File: src/rtl/vram_arbiter.sv
// rtl/vram_arbiter.sv - two-requester VRAM port arbiter (display fetch vs CPU) with burst fairness and ack timeout
module vram_arbiter #(
    parameter int VGA_BURST = 4,
    parameter int TIMEOUT   = 255
) (
    input  logic        clk,
    input  logic        reset,

    input  logic        vga_access,
    input  logic [15:0] vga_address,
    output logic        vga_ack,
    output logic [15:0] vga_data,

    input  logic        cpu_access,
    input  logic [15:0] cpu_address,
    input  logic        cpu_wr_en,
    input  logic [15:0] cpu_wr_data,
    input  logic [1:0]  cpu_bytesel,
    output logic        cpu_ack,
    output logic [15:0] cpu_data,

    output logic        mem_access,
    output logic [15:0] mem_address,
    output logic        mem_wr_en,
    output logic [15:0] mem_wr_data,
    output logic [1:0]  mem_bytesel,
    input  logic        mem_ack,
    input  logic [15:0] mem_data,

    output logic        timeout_err
);

    localparam int RUN_W  = $clog2(VGA_BURST + 1);
    localparam int WAIT_W = $clog2(TIMEOUT + 1);
    localparam logic [RUN_W-1:0]  RUN_MAX   = RUN_W'(VGA_BURST);
    localparam logic [WAIT_W-1:0] WAIT_LAST = WAIT_W'(TIMEOUT - 1);

    typedef enum logic [1:0] {
        IDLE     = 2'd0,
        VGA_BUSY = 2'd1,
        CPU_BUSY = 2'd2
    } state_t;

    state_t state;
    state_t state_next;

    logic [RUN_W-1:0]  vga_run;
    logic [WAIT_W-1:0] wait_cnt;

    logic busy;
    logic vga_wins;
    logic grant_vga;
    logic grant_cpu;
    logic done_ok;
    logic done_tmo;
    logic finish_vga;
    logic finish_cpu;

    always_ff @(posedge clk) begin
        if (reset) begin
            state <= IDLE;
        end else begin
            state <= state_next;
        end
    end

    always_comb begin
        state_next = state;
        case (state)
            IDLE: begin
                if (grant_vga) begin
                    state_next = VGA_BUSY;
                end else if (grant_cpu) begin
                    state_next = CPU_BUSY;
                end
            end
            VGA_BUSY, CPU_BUSY: begin
                if (done_ok || done_tmo) begin
                    state_next = IDLE;
                end
            end
            default: state_next = IDLE;
        endcase
    end

    // VGA keeps priority until it has taken VGA_BURST grants in a row against a waiting CPU.
    always_comb begin
        busy       = (state == VGA_BUSY) || (state == CPU_BUSY);
        vga_wins   = vga_access && (!cpu_access || (vga_run != RUN_MAX));
        grant_vga  = (state == IDLE) && vga_wins;
        grant_cpu  = (state == IDLE) && !vga_wins && cpu_access;
        done_ok    = busy && mem_ack;
        done_tmo   = busy && !mem_ack && (wait_cnt == WAIT_LAST);
        finish_vga = (state == VGA_BUSY) && (done_ok || done_tmo);
        finish_cpu = (state == CPU_BUSY) && (done_ok || done_tmo);
    end

    always_ff @(posedge clk) begin
        if (reset) begin
            vga_run     <= '0;
            wait_cnt    <= '0;
            mem_access  <= 1'b0;
            mem_address <= 16'h0000;
            mem_wr_en   <= 1'b0;
            mem_wr_data <= 16'h0000;
            mem_bytesel <= 2'b00;
            vga_ack     <= 1'b0;
            vga_data    <= 16'h0000;
            cpu_ack     <= 1'b0;
            cpu_data    <= 16'h0000;
            timeout_err <= 1'b0;
        end else begin
            vga_ack     <= 1'b0;
            cpu_ack     <= 1'b0;
            timeout_err <= 1'b0;

            if (grant_vga) begin
                mem_access  <= 1'b1;
                mem_address <= vga_address;
                mem_wr_en   <= 1'b0;
                mem_wr_data <= 16'h0000;
                mem_bytesel <= 2'b11;
                wait_cnt    <= '0;
                if (!cpu_access) begin
                    vga_run <= '0;
                end else if (vga_run != RUN_MAX) begin
                    vga_run <= vga_run + RUN_W'(1);
                end
            end

            if (grant_cpu) begin
                mem_access  <= 1'b1;
                mem_address <= cpu_address;
                mem_wr_en   <= cpu_wr_en;
                mem_wr_data <= cpu_wr_data;
                mem_bytesel <= cpu_bytesel;
                wait_cnt    <= '0;
                vga_run     <= '0;
            end

            if (busy) begin
                if (done_ok || done_tmo) begin
                    mem_access  <= 1'b0;
                    timeout_err <= done_tmo;
                end else begin
                    wait_cnt <= wait_cnt + WAIT_W'(1);
                end
            end

            // An abandoned grant still completes towards the requester, with all-ones data.
            if (finish_vga) begin
                vga_ack  <= 1'b1;
                vga_data <= done_ok ? mem_data : 16'hFFFF;
            end

            if (finish_cpu) begin
                cpu_ack  <= 1'b1;
                cpu_data <= done_ok ? mem_data : 16'hFFFF;
            end
        end
    end

endmodule
File: config.mk
export PLATFORM = sky130hd
export DESIGN_NAME = vram_arbiter
export DESIGN_NICKNAME = d
export VERILOG_FILES = /design/src/rtl/vram_arbiter.sv
export SDC_FILE = /design/constraint.sdc
export NUM_CORES = 1
export LEC_CHECK = 0
export BUFFER_PORTS_ARGS = -buffer_cell sky130_fd_sc_hd__buf_2
export CORE_MARGIN = 3
export CORE_UTILIZATION = 40
export DETAILED_ROUTE_END_ITERATION = 12
export PLACE_DENSITY_LB_ADDON = 0.08
export SYNTH_ARGS = -nofsm -noshare
export SYNTH_HDL_FRONTEND = slang
export SYNTH_SLANG_ARGS = --single-unit
File: constraint.sdc
create_clock -name clk -period 2.03 [get_ports clk]
set_input_delay 0.3045 -clock clk [delete_from_list [all_inputs] [get_ports clk]]
set_output_delay 0.3045 -clock clk [all_outputs]
set_load 0.1 [all_outputs]
==> flow_metrics.env, run 1 <==
export IMPL_outcome="complete, no violations"
export IMPL_reg2reg_depth=6
export IMPL_insertion_delay_ps=350
export IMPL_cts_root_buf="clkbuf_8"
export IMPL_r2r_end="wait_cnt[5]$_SDFF_PP0_"
export IMPL_wl_per_cell_um=13.9
export IMPL_syn_to_final_growth_pct=27.5
export IMPL_ir_worst_vdd_mv=0.409
export IMPL_numClockSinks=84
export IMPL_drc=0
export IMPL_power_internal_uw=2510
export IMPL_syn_mean_instance_area_um2=8.68
export IMPL_fp_coreArea_um2=8260
export IMPL_leakage_uw=0.00201
export IMPL_cts_buffer_depth=2
export IMPL_pwr_share_comb_pct=26.4
export IMPL_rsz0062_at_grt="true"
export IMPL_maxSlewHeadroom_pct=40.1
export IMPL_fin_crit_ps=1880
export IMPL_final_area_um2=4370
export IMPL_layout_commonest_cell="buf_2"
export IMPL_cts_setup_buffers=0
export IMPL_swShare_pct=36.9
export IMPL_ioPinCount=143
export IMPL_grt_pass1_wl_um=14500
export IMPL_arrival_ps=2150
export IMPL_cts_tree="built"
export IMPL_fmax_mhz=532
export IMPL_p_clk_share_pct=28.9
export IMPL_synth_edff_count=0
export IMPL_clk_pin_slew_worst_paths_ps=90
export IMPL_antenna_found_initial=0
export IMPL_crit_type="flip-flop to flip-flop"
export IMPL_wl_um=8820
export IMPL_layout_common_cells="142 x buf_2, 85 x nor2_1, 84 x dfxtp_1"
export IMPL_seqPwrFrac_pct=44.6
export IMPL_placed_cell_area_um2=4170
export IMPL_drtPass1Iterations=6
export IMPL_rows=33
export IMPL_dieArea_um2=9720
export IMPL_antenna_cells=0
export IMPL_top_usage_layer="met2"
export IMPL_worst_hold_path_type="input port to flip-flop"
export IMPL_syn_area_um2=3430
export IMPL_die_height_um=98.6
export IMPL_slew_viol_final=0
export IMPL_yosysTopAreaCell="dfxtp_1"
export IMPL_syn_num_nets=474
export IMPL_drive_above_1_share_pct=32.6
export IMPL_use_met2_pct=29.6
export IMPL_grt_max_degree=36
export IMPL_hp_start="cpu_wr_data[14]"
export IMPL_yosys_warnings=0
export IMPL_start_kind="flip-flop"
export IMPL_grt_pass1_vias=3106
export IMPL_via_count=3253
export IMPL_htree_levels=3
export IMPL_timing_final_crit_share_pct=92.7
export IMPL_die_w_um=98.6
export IMPL_dp_hpwl_um=6110
export IMPL_synth_top_cell_area_share_pct=49.1
export IMPL_ys_flop_type="dfxtp_1"
export IMPL_fin_nets=604
export IMPL_yosys_cell_types_count=36
export IMPL_r2r_start="state[1]$_SDFFE_PP0P_"
export IMPL_synthCells=395
export IMPL_netlist_top_cells_area="dfxtp_1 49%, nor2_1 9.3%, o21a_1 7.0%, nand3_1 5.1%, a222oi_1 4.7%"
export IMPL_gp_congestion=0.772
export IMPL_setup_viol=0
export IMPL_drtIter0Drc=144
export IMPL_path_max_fanout=9
export IMPL_cts_hold_buf=0
export IMPL_cts_made_buffers=9
export IMPL_drv_cap=0
export IMPL_synth_seq_cells=84
export IMPL_pre_cts_ws_ps=104
export IMPL_grtUsageTotal_pct=18.3
export IMPL_grt_remaining_overflow=0
export IMPL_io_buffers=142
export IMPL_end_kind="flip-flop"
export IMPL_powerDensity_nw_per_um2=910
export IMPL_postLayoutSetupSlackWorst_ps=149
export IMPL_reg2reg_slack_ps=150
export IMPL_p_sw_uw=1470
export IMPL_ant_nets=0
export IMPL_initial_utilization_pct=41.5
export IMPL_vias_per_cell=5.12
export IMPL_worstHoldPathCells=3
export IMPL_hold_violations=0
export IMPL_worst_hold_path_endpoint="mem_wr_data[14]$_SDFFE_PP0P_"
export IMPL_async_flop_share_pct=0
export IMPL_clock_skew_ps=9.14
export IMPL_tightest_slew_ps=899
export IMPL_ys_seq_area_share_pct=49.1
export IMPL_grt_met1_usage_pct=22.7
export IMPL_p_total_uw=3980
export IMPL_crit_required_ps=2300
export IMPL_use_met3_pct=5.73
## critical path, stage by stage, from the launching register on
cell	delay, ps
dfxtp_1	370
inv_1	70
ha_1	370
nand2b_1	240
a21oi_2	430
o211ai_1	160
a31oi_1	170
## metrics by stage
stage	TNS (ps)	instances	hold WS, ps	utilization, %
2_1_floorplan	0	395	441	-
3_3_place_gp	0	619	443	50.5
3_5_place_dp	0	619	448	50.5
4_1_cts	0	635	167	52.9
5_1_grt	-78.5	635	174	52.9
6_report	0	635	187	52.9
## power by group through the flow
stage | Clock, uW | Combinational (uW) | Sequential (uW)
finish | 1150 | 1050 | 1770
global route | 1270 | 1120 | 1780
CTS | 1190 | 1060 | 1780
detailed placement | 0 | 1060 | 1810
global placement | 0 | 1050 | 1810
floorplan | 0 | 299 | 2350
## layer usage
layer | vias to the layer above | wire length (um)
met3 | 7 | 765
li1 | 1630 | -
met5 | - | 0
met4 | 0 | 95
met2 | 118 | 4100
met1 | 1498 | 3860
## logic make-up after synthesis
kind of cell | synth area share (%)
buf+inv | 6.31
fa+ha+maj | 2.55
flops | 49.1
compound gates | 19.9
simple gates | 22.2
## state kept, by name (all words and copies together), names as in the netlist
register and flops:
cpu_ack 1, cpu_data 16, mem_access 1, mem_address 16
mem_bytesel 2, mem_wr_data 16, mem_wr_en 1, state 2
timeout_err 1, vga_ack 1, vga_data 16, vga_run 3
wait_cnt 8
## how the worst max path moves through the flow
| stage | startpoint | end | slack (ps) | cells after the start |
|---|---|---|---|---|
| 6_report | state[1]$_SDFFE_PP0P_ | wait_cnt[5]$_SDFF_PP0_ | 150 | 6 |
| 5_1_grt | state[1]$_SDFFE_PP0P_ | wait_cnt[5]$_SDFF_PP0_ | -30 | 6 |
| 4_1_cts | state[1]$_SDFFE_PP0P_ | wait_cnt[7]$_SDFF_PP0_ | 60 | 6 |
| 3_5_place_dp | state[1]$_SDFFE_PP0P_ | wait_cnt[7]$_SDFF_PP0_ | 100 | 6 |
| 3_3_place_gp | wait_cnt[0]$_SDFF_PP0_ | cpu_data[0]$_SDFFE_PP0P_ | 180 | 6 |
| 2_1_floorplan | wait_cnt[0]$_SDFF_PP0_ | cpu_data[10]$_SDFFE_PP0P_ | 320 | 8 |
## cell usage after synthesis (all sizes together) (2+ instances only)
library cell,number
a21o,3
a21oi,28
a222oi,16
a31oi,5
a32oi,2
and3,2
and3b,2
buf,17
clkbuf,14
dfxtp,84
ha,7
inv,8
nand2,27
nand2b,4
nand3,35
nor2,85
nor2b,2
nor3,6
nor3b,2
o21a,32
o21ai,3
or3,2
## cell type report
cell class                      instances  area, um^2
Multi-Input combinational cell        272        1540
Tap cell                              105         131
Inverter                                8        30.0
Timing Repair Buffer                  150         796
Clock inverter                          4        31.3
Clock buffer                           12         165
Sequential cell                        84        1680
Fill cell                             841        3890
## what timing repair did
action | in CTS | in global routing
hold endpoints to repair | 0 | 0
endpoints found under the setup margin | 0 | 3
gates resized for setup | 0 | 1
(Power assumes the default switching activity.)
==> inputs of run 2 (changes only) <==
--- a/config.mk
+++ b/config.mk
@@ -8,6 +8,7 @@
 export BUFFER_PORTS_ARGS = -buffer_cell sky130_fd_sc_hd__buf_2
 export CORE_MARGIN = 3
 export CORE_UTILIZATION = 40
+export CTS_BUF_LIST = sky130_fd_sc_hd__clkbuf_16
 export DETAILED_ROUTE_END_ITERATION = 12
 export PLACE_DENSITY_LB_ADDON = 0.08
 export SYNTH_ARGS = -nofsm -noshare
==> constraint.sdc (replaced) <==
create_clock -name clk -period 2.35 [get_ports clk]
set_input_delay 0.3525 -clock clk [delete_from_list [all_inputs] [get_ports clk]]
set_output_delay 0.3525 -clock clk [all_outputs]
set_load 0.1 [all_outputs]
==> run 2 against run 1 <==
Count of clock-buffer cells in the layout fell by 3. Via count is 0.61% lower. Worst hold slack better by 72 ps. Fmax up 0.67%.
==> flow_metrics.env, run 2 (same netlist as run 1, synthesis figures left out) <==
export IMPL_drtIter0Drc=195
export IMPL_die_w_um=98.6
export IMPL_final_core_util_pct=54.0
export IMPL_start_kind="flip-flop"
export IMPL_ant_nets=0
export IMPL_io_buffers=142
export IMPL_grt_pass1_wl_um=14600
export IMPL_maxSlewHeadroom_pct=44.3
export IMPL_tightest_slew_ps=836
export IMPL_placed_cells=618
export IMPL_drv_cap=0
export IMPL_via_count=3233
export IMPL_wl_per_cell_um=13.8
export IMPL_cts_root_buf="clkbuf_16"
export IMPL_fin_nets=603
export IMPL_grt_max_degree=36
export IMPL_final_area_um2=4460
export IMPL_grtUsageTotal_pct=18.1
export IMPL_cts_made_buffers=9
export IMPL_arrival_ps=2090
export IMPL_path_max_fanout=16
export IMPL_fin_crit_ps=1870
export IMPL_pre_cts_ws_ps=462
export IMPL_gp_congestion=0.763
export IMPL_drtPass1Iterations=6
export IMPL_timing_final_crit_share_pct=79.5
export IMPL_layout_commonest_cell="buf_2"
export IMPL_wl_um=8740
export IMPL_setup_viol=0
export IMPL_layout_common_cells="142 x buf_2, 85 x nor2_1, 84 x dfxtp_1"
export IMPL_fin_cells=633
export IMPL_setup_tns_ps=0
export IMPL_rsz0062_at_grt="false"
export IMPL_rows=33
export IMPL_postLayoutSetupSlackWorst_ps=481
export IMPL_fmax_mhz=535
export IMPL_powerDensity_nw_per_um2=873
export IMPL_numClockSinks=84
export IMPL_placed_cell_area_um2=4150
export IMPL_fp_coreArea_um2=8260
export IMPL_ctsResizeCount=0
export IMPL_clk_pin_slew_worst_paths_ps=60
export IMPL_outcome="complete, no violations"
export IMPL_antenna_found_initial=0
export IMPL_grt_pass1_vias=3157
export IMPL_die_height_um=98.6
export IMPL_syn_to_final_growth_pct=30.0
export IMPL_drc=0
export IMPL_clock_skew_ps=5.51
export IMPL_cts_tree="built"
export IMPL_slew_viol_final=0
export IMPL_drive_above_1_share_pct=32.0
export IMPL_end_kind="flip-flop"
export IMPL_cts_hold_buf=0
export IMPL_initial_utilization_pct=41.5
export IMPL_leakage_uw=0.00207
export IMPL_worst_hold_path_type="input port to flip-flop"
export IMPL_cts_setup_buffers=0
export IMPL_antenna_cells=0
export IMPL_grt_remaining_overflow=0
export IMPL_hold_violations=0
export IMPL_crit_type="flip-flop to flip-flop"
export IMPL_crit_required_ps=2570
export IMPL_ir_worst_vdd_mv=0.360
export IMPL_dieArea_um2=9720
export IMPL_vias_per_cell=5.11
export IMPL_ioPinCount=143
export IMPL_htree_levels=3
export IMPL_cts_buffer_depth=2
export IMPL_insertion_delay_ps=330
export IMPL_dp_hpwl_um=6090
-- run 2: cell count changes in the layout (fill, tap and decap cells not counted), sizes merged --
cell,before,now
clkbuf,12,9
bufinv,0,2
clkinv,0,2
clkinvlp,3,1
buf,150,149
-- run 2: area by class of cell --
cell class                      instances  area (um^2)
Clock buffer                            9          225
Clock inverter                          6         81.3
Fill cell                             824         3800
Inverter                                8         30.0
Multi-Input combinational cell        272         1530
Sequential cell                        84         1680
Tap cell                              105          131
Timing Repair Buffer                  149          776
-- run 2: worst max-delay path: stages (launching register included) --
cell and delay (ps):
dfxtp_1 390, inv_1 70, ha_1 220, and3_1 250, a21oi_4 170, and3b_1 390, o21a_1 270
-- run 2: per-layer routing --
metal / vias to the layer above / share of wire, % / track usage (%)
met5: - / 0 / 0
met4: 0 / 1.3 / 5.67
met3: 9 / 8.3 / 6.44
met2: 117 / 47 / 29.8
met1: 1479 / 43 / 22.3
li1: 1628 / - / -
-- run 2: report_power, final --
part	internal (uW)	total (uW)	switching [uW]
registers	1500	1530	37.0
clock network	917	1450	537
logic	193	901	709
-- run 2: worst paths after layout --
kind                                               start                            to  slack (ps)  cells past startpoint
worst max-delay path              wait_cnt[0]$_SDFF_PP0_     cpu_data[10]$_SDFFE_PP0P_         480                      6
worst min-delay path                     cpu_wr_data[12]  mem_wr_data[12]$_SDFFE_PP0P_         260                      3
worst max register to register    wait_cnt[0]$_SDFF_PP0_     cpu_data[10]$_SDFFE_PP0P_         480                      6
worst min register to register  cpu_data[3]$_SDFFE_PP0P_      cpu_data[3]$_SDFFE_PP0P_         460                      1
-- run 2: stage by stage --
stage	hold slack (ps)	total power, uW
floorplan	449	2280
global placement	442	2460
detailed placement	448	2470
CTS	242	3930
global route	255	4050
finish	259	3890
